--- src/rtl/myc64_prg_loader.sv ---
// Streams a C64 .PRG byte stream into RAM via the myc64_top ext write port.
// Parses the load-address header and optionally patches VARTAB afterwards.
module myc64_prg_loader #(
  parameter bit SET_VARTAB = 1'b1
) (
  input  logic        clk,
  input  logic        rst,
  input  logic        i_start,
  input  logic        i_byte_valid,
  input  logic [7:0]  i_byte_data,
  input  logic        i_byte_last,
  output logic        o_byte_ready,
  output logic        o_ext_we,
  output logic [15:0] o_ext_addr,
  output logic [7:0]  o_ext_data,
  input  logic        i_ext_ready,
  output logic        o_busy,
  output logic        o_done,
  output logic        o_error,
  output logic [15:0] o_load_addr,
  output logic [15:0] o_end_addr
);

  typedef enum logic [2:0] {
    IDLE,
    HDR_LO,
    HDR_HI,
    DATA_WAIT,
    DATA_WR,
    VT_LO,
    VT_HI,
    DONE
  } state_t;

  state_t      state, state_n;
  logic [15:0] ptr, ptr_n, ptr_inc;
  logic [15:0] ea_n, load_n, end_n;
  logic [7:0]  ed_n;
  logic        last_q, last_n, err_n;
  logic        xfer;

  assign xfer    = i_byte_valid & o_byte_ready;
  assign ptr_inc = ptr + 16'd1;

  always_comb begin
    state_n = state;
    ptr_n   = ptr;
    ea_n    = o_ext_addr;
    ed_n    = o_ext_data;
    load_n  = o_load_addr;
    end_n   = o_end_addr;
    last_n  = last_q;
    err_n   = o_error;
    unique case (state)
      IDLE: begin
        if (i_start) begin
          state_n = HDR_LO;
          err_n   = 1'b0;
        end
      end
      HDR_LO: begin
        if (xfer) begin
          load_n[7:0] = i_byte_data;
          if (i_byte_last) begin
            err_n   = 1'b1;
            state_n = IDLE;
          end else begin
            state_n = HDR_HI;
          end
        end
      end
      HDR_HI: begin
        if (xfer) begin
          load_n[15:8] = i_byte_data;
          ptr_n        = {i_byte_data, o_load_addr[7:0]};
          if (i_byte_last) begin
            err_n   = 1'b1;
            state_n = IDLE;
          end else begin
            state_n = DATA_WAIT;
          end
        end
      end
      DATA_WAIT: begin
        if (xfer) begin
          ea_n    = ptr;
          ed_n    = i_byte_data;
          last_n  = i_byte_last;
          state_n = DATA_WR;
        end
      end
      DATA_WR: begin
        if (i_ext_ready) begin
          ptr_n = ptr_inc;
          end_n = ptr_inc;
          if (last_q) begin
            if (SET_VARTAB) begin
              ea_n    = 16'h002D;
              ed_n    = ptr_inc[7:0];
              state_n = VT_LO;
            end else begin
              state_n = DONE;
            end
          end else if (ptr == 16'hFFFF) begin
            err_n   = 1'b1;
            state_n = IDLE;
          end else begin
            state_n = DATA_WAIT;
          end
        end
      end
      VT_LO: begin
        if (i_ext_ready) begin
          ea_n    = 16'h002E;
          ed_n    = o_end_addr[15:8];
          state_n = VT_HI;
        end
      end
      VT_HI: begin
        if (i_ext_ready) state_n = DONE;
      end
      DONE: state_n = IDLE;
      default: state_n = IDLE;
    endcase
  end

  // Status flags are registered from the next state, not decoded from state.
  always_ff @(posedge clk) begin
    if (rst) begin
      state        <= IDLE;
      ptr          <= '0;
      last_q       <= 1'b0;
      o_byte_ready <= 1'b0;
      o_ext_we     <= 1'b0;
      o_ext_addr   <= '0;
      o_ext_data   <= '0;
      o_busy       <= 1'b0;
      o_done       <= 1'b0;
      o_error      <= 1'b0;
      o_load_addr  <= '0;
      o_end_addr   <= '0;
    end else begin
      state        <= state_n;
      ptr          <= ptr_n;
      last_q       <= last_n;
      o_byte_ready <= (state_n == HDR_LO) || (state_n == HDR_HI) ||
                      (state_n == DATA_WAIT);
      o_ext_we     <= (state_n == DATA_WR) || (state_n == VT_LO) ||
                      (state_n == VT_HI);
      o_ext_addr   <= ea_n;
      o_ext_data   <= ed_n;
      o_busy       <= (state_n != IDLE);
      o_done       <= (state_n == DONE);
      o_error      <= err_n;
      o_load_addr  <= load_n;
      o_end_addr   <= end_n;
    end
  end

endmodule
--- config.mk ---
export PLATFORM = sky130hd
export DESIGN_NAME = myc64_prg_loader
export DESIGN_NICKNAME = d
export VERILOG_FILES = /design/src/rtl/myc64_prg_loader.sv
export SDC_FILE = /design/constraint.sdc
export NUM_CORES = 1
export LEC_CHECK = 0
export ABC_AREA = 1
export ABC_CLOCK_PERIOD_IN_PS = 1900
export CORE_ASPECT_RATIO = 1.5
export CORE_UTILIZATION = 42
export CTS_CLUSTER_SIZE = 40
export DETAILED_ROUTE_END_ITERATION = 10
export PLACE_DENSITY = 0.77
export SYNTH_ARGS = -nofsm -noshare
export SYNTH_HDL_FRONTEND = slang
export SYNTH_SLANG_ARGS = --single-unit
--- constraint.sdc ---
create_clock -name clk -period 1.9 [get_ports clk]
set_clock_uncertainty 0.15 [all_clocks]
set_input_delay 0.57 -clock clk [delete_from_list [all_inputs] [get_ports clk]]
set_output_delay 0.57 -clock clk [all_outputs]
set_load 0.02 [all_outputs]
Word-level counts from Yosys, hierarchy flattened
Index checks and enable logic that the tools add are counted.
{"block": "totals", "elab_cells": 89, "regBits": 81, "in_bits": 14}
{"block": "classes", "n_addsub": 1, "eq_ne": 25, "bitwise": 1, "mux": 32, "n_reduce_logical": 17}
{"operator": "$mux W16", "count": 6}
{"operator": "$pmux W16 S3", "count": 1}
{"operator": "$mux W8", "count": 4}
{"operator": "$pmux W16 S2", "count": 1}
{"operator": "$eq A3 B3 Y1 const B", "count": 8}
{"operator": "$mux W3", "count": 8}
{"operator": "$pmux W3 S8", "count": 1}
{"operator": "$pmux W8 S3", "count": 1}
{"operator": "$add A16 B1 Y16 const B", "count": 1}
{"operator": "$eq A16 B16 Y1 const B", "count": 1}
{"operator": "$ne A2 B2 Y1 const B", "count": 8}
{"operator": "$eq A3 B2 Y1 const B", "count": 4}
{"operator": "$reduce_bool A3 Y1", "count": 3}
{"operator": "$reduce_and A2 Y1", "count": 4}
{"operator": "$reduce_and A7 Y1", "count": 1}
{"operator": "$eq A3 B1 Y1 const B", "count": 2}
{"operator": "$mux W1", "count": 6}
{"operator": "$mux W2", "count": 3}
{"operator": "$reduce_and A5 Y1", "count": 1}
{"operator": "$logic_or A1 B1 Y1", "count": 4}
{"operator": "$ne A2 B1 Y1 const B", "count": 2}
{"operator": "$logic_not A3 Y1", "count": 1}
{"operator": "$pmux W1 S3", "count": 1}
{"operator": "$reduce_and A3 Y1", "count": 1}
{"operator": "3 further kinds", "count": 3}

Longest topological paths before layout
{"block": "depth", "word_depth": 8, "depth_mapped": 11, "mapped_depth_nobuf": 10}

Worst setup path after synthesis
OpenSTA, ideal clock, no wires.
{"block": "synth_timing", "path_type": "input to register", "from": "input i_byte_valid", "to": "register o_ext_addr[11]", "cell_stages": 10, "t_arrival_ns": 1.631, "slack_ns": 0.049, "required_time_ns": 1.680, "cell_sequence": "nand2_1 -> inv_1 -> nand3_1 -> nand2_1 -> and3_1 -> buf_6 -> inv_4 -> buf_8 -> nand2_2 -> a21oi_2"}
{"block": "synth_via", "elab_chain_cells": 3}
{"item": "from (decl)", "line": "9", "source": "input logic i_byte_valid,"}
{"item": "$and A1 B1 Y1", "line": "42", "source": "assign xfer = i_byte_valid & o_byte_ready;"}
{"item": "$ne A2 B2 Y1 (no line)"}
{"item": "$reduce_and A5 Y1 (no line)"}
{"item": "to (signal assigned)", "line": "150", "source": "o_ext_addr <= ea_n;"}
{"item": "to (decl)", "line": "14", "source": "output logic [15:0] o_ext_addr,"}
No other way between the ends.
A chain may end at the register's enable or synchronous reset.

Worst setup path after layout
{"block": "layout_timing", "from": "register state[0]", "to": "register ptr[8]"}
{"block": "layout_via", "elab_chain_cells": 3, "word_cells_on_any_way": 7}
{"item": "from (decl)", "line": "35", "source": "state_t state, state_n;"}
{"item": "from (signal assigned)", "line": "143", "source": "state <= state_n;"}
{"item": "$eq A3 B2 Y1 or $eq A3 B3 Y1 (tied branches)", "line": "54", "source": "unique case (state)"}
{"item": "$ne A2 B2 Y1 (no line) or $reduce_bool A2 Y1 (tied branches)"}
{"item": "$reduce_and A3 Y1 (no line)"}
{"item": "to (signal assigned)", "line": "144", "source": "ptr <= ptr_n;"}
{"item": "to (decl)", "line": "36", "source": "logic [15:0] ptr, ptr_n, ptr_inc;"}
Several ways; a longest one is shown, not always the timed one.

==> run_results.csv <==
group,metric,value,unit
synthesis,yosysUniqueCellTypes,38,
sta,slew_violations,0,
placement,dpl.hpwl,8.33,mm
synthesis,syn_nets,524,
detailed_routing,via_count,3882,
min_path,holdCritPathClass,"reg2reg",
sta,period_minus_slack,1.85,ns
placement,io_buffers,74,
detailed_routing,firstDrtPassIters,5,
clock_tree,cts_setup_buffers,0,
global_route,grt_pass1_wl,18.5,mm
clock_tree,insertion_delay,0.35,ns
synthesis,yosysSeqAreaShare,43.6,%
worst_setup_path,worstPathArrival,1.93,ns
sta,slew-limit-headroom,75.0,%
synthesis,synthCells,509,
worst_setup_path,path_class,"reg2reg",
floorplan,pin_count,75,
clock_tree,cts.sinks,81,
global_route,grt_max_degree,31,
clock_tree,cts.clk_slew.worst_paths,0.06,ns
detailed_routing,drtIter0Drc,270,
worst_setup_path,endpoint_kind,"flip-flop",
pwr,p_total,5.17,mW
detailed_routing,ant_nets,0,
placement,place.gp.congestion,0.944,
floorplan,num_rows,41,
floorplan,die_h,117,µm
clock_tree,htree_levels,3,
global_route,antenna_found_initial,0,
worst_setup_path,cp-start-kind,"flip-flop",
worst_setup_path,cp_max_fo,19,
layout,area_delta_synth_final,38.3,%
detailed_routing,post_drt_wl_per_cell,15.8,µm
floorplan,initial_core_util,43.7,%
pwr,p_leak,2.45,nW
clock_tree,cts_tree,"yes",
sta,finalCritPeriodShare,97.3,%
detailed_routing,post-route-drc-count,0,
synthesis,ys_seq_elements,81,
sta,fin_setup_tns,0,ns
global_route,grt_use_total,26.5,%
sta,finalHoldViolations,0,
detailed_routing,wl,11.5,mm
floorplan,dieArea,9250,µm²
clock_tree,numCtsBuffers,9,
synthesis,synthFlopType,"dfxtp_1",
layout,nNetsFinal,631,
sta,setup_viol,0,
layout,fill_cells,814,
synthesis,synth-edff-count,0,
outcome,status,"completed",
pwr,powerDensity,1010,nW/µm²
layout,diodes,0,
floorplan,core-area,8520,µm²
synthesis,ys_async_sr_fraction,0,%
synthesis,yosys_warnings,0,
worst_setup_path,crit_required,1.99,ns
layout,drive_above_1_share,17.2,%
sta,worst_pin_slew,0.372,ns
sta,max_freq,541,MHz
worst_setup_path,setup.worst_path.start,"state[0]",
clock_tree,cts_hold_buf,0,
clock_tree,root_buffer,"clkbuf_16",
min_path,hp-start,"o_end_addr[1]",
worst_setup_path,worstReg2RegStart,"state[0]",
synthesis,synth.avg_cell_area,7.31,µm²
pwr,vdd_ir_drop_max,0.629,mV
global_route,grt_pass1_vias,3841,
detailed_routing,drt-vias-per-instance,5.33,
clock_tree,cts_buffer_depth,2,
synthesis,syn-cell-area,3720,µm²
global_route,grt_overflow_total,0,
floorplan,fp.dieW,78.9,µm
flow_run,cap_violations,0,
[sequential cells by signal, indices dropped and copies added (netlist names)]
name / cells
o_error: 1
o_byte_ready: 1
o_end_addr: 16
o_load_addr: 16
last_q: 1
o_ext_addr: 16
o_ext_we: 1
o_ext_data: 8
ptr: 16
state: 3
o_done: 1
o_busy: 1
[Yosys cell counts (2+ instances only)]
cell      count  area share, %
xor2_1        9            2.1
a22oi_1       2           0.40
nor2_4        2           0.61
nand2_1      85            8.6
nand4_1       2           0.34
nand2_2       8            1.3
a21oi_2       8            1.9
a21oi_1      47            6.3
xnor2_1       3           0.71
buf_6         4            1.2
o21ai_1      11            1.5
o21ai_0      56            7.5
inv_1        49            4.9
dfxtp_1      81             44
buf_2         6           0.81
a31oi_1      13            2.2
clkbuf_1     12            1.2
o21bai_1      5            1.0
inv_2         2           0.20
nand3_1      26            3.5
nor3_1        7           0.94
nor2_1       55            5.5
[per-stage QoR]
step | worst slack [ns] | instance area, µm² | instances | hold slack (ns) | utilization (%)
2_1_floorplan | 0.0490 | 3720 | 509 | 0.304 | -
3_3_place_gp | -0.415 | 4830 | 711 | 0.305 | 56.7
3_5_place_dp | -0.446 | 4830 | 711 | 0.310 | 56.7
4_1_cts | 0.00534 | 5100 | 728 | 0.319 | 59.9
5_1_grt | -0.0503 | 5150 | 728 | 0.334 | 60.4
6_report | 0.0512 | 5150 | 728 | 0.315 | 60.4
[routing by layer]
layer,vias up,routed length (µm),GRT usage (%)
met5,-,0,0
met4,0,464,14.8
met3,33,675,3.80
met2,159,5780,46.9
met1,1798,4590,30.5
li1,1892,-,-
[where the power goes]
group,internal [mW],switching [mW]
logic,0.538,0.857
registers,1.88,0.142
clock network,1.05,0.705
[critical path: stages, from the launching register on]
cell	delay, ns
dfxtp_1	0.45
inv_1	0.13
nand3_1	0.20
nor2_4	0.05
inv_2	0.06
nand2_1	0.08
buf_6	0.17
o21ai_0	0.23
o21bai_1	0.16
inv_1	0.05
[final timing paths]
path,cells after the start,end,slack [ns]
setup / recovery,9,ptr[8],0.05
hold / removal,2,o_end_addr[1],0.32
setup reg to reg,9,ptr[8],0.05
hold reg to reg,2,o_end_addr[1],0.32
[placed cells by master (no fill, tap or decap), drive strengths merged, types with 8 or more instances in the layout]
| cell | n |
|---|---|
| a21oi | 55 |
| a31oi | 13 |
| buf | 47 |
| clkbuf | 11 |
| clkdlybuf4s50 | 11 |
| dfxtp | 81 |
| dlygate4sd2 | 61 |
| inv | 52 |
| nand2 | 94 |
| nand3 | 26 |
| nor2 | 58 |
| nor3 | 8 |
| o21ai | 67 |
| xor2 | 9 |
[cell type report]
cell class,count,area [µm²],share of cell area [%]
Multi-Input combinational cell,349,1800,34.9
Sequential cell,81,1630,31.6
Timing Repair Buffer,121,1080,21.1
Clock buffer,11,243,4.72
Inverter,54,209,4.06
Tap cell,107,134,2.60
Clock inverter,5,55.1,1.07
[cells by family after synthesis]
group                    Yosys count  synth area share, %
buffers and inverters             79                 9.48
XOR/XNOR                          12                 2.82
AO/OA/AOI/OAI                    146                 21.7
AND/OR/NAND/NOR                  190                 22.1
flip-flops                        81                 43.6
adder cells (fa/ha/maj)            1                0.336
[what timing repair did]
| action | in CTS | in global routing |
|---|---|---|
| gates resized for setup | 66 | 23 |
| gates cloned | 1 | 0 |
| endpoints found under the setup margin | 69 | 49 |
| pin swaps | 0 | 4 |
No activity file was read; power rests on OpenSTA's default activity.
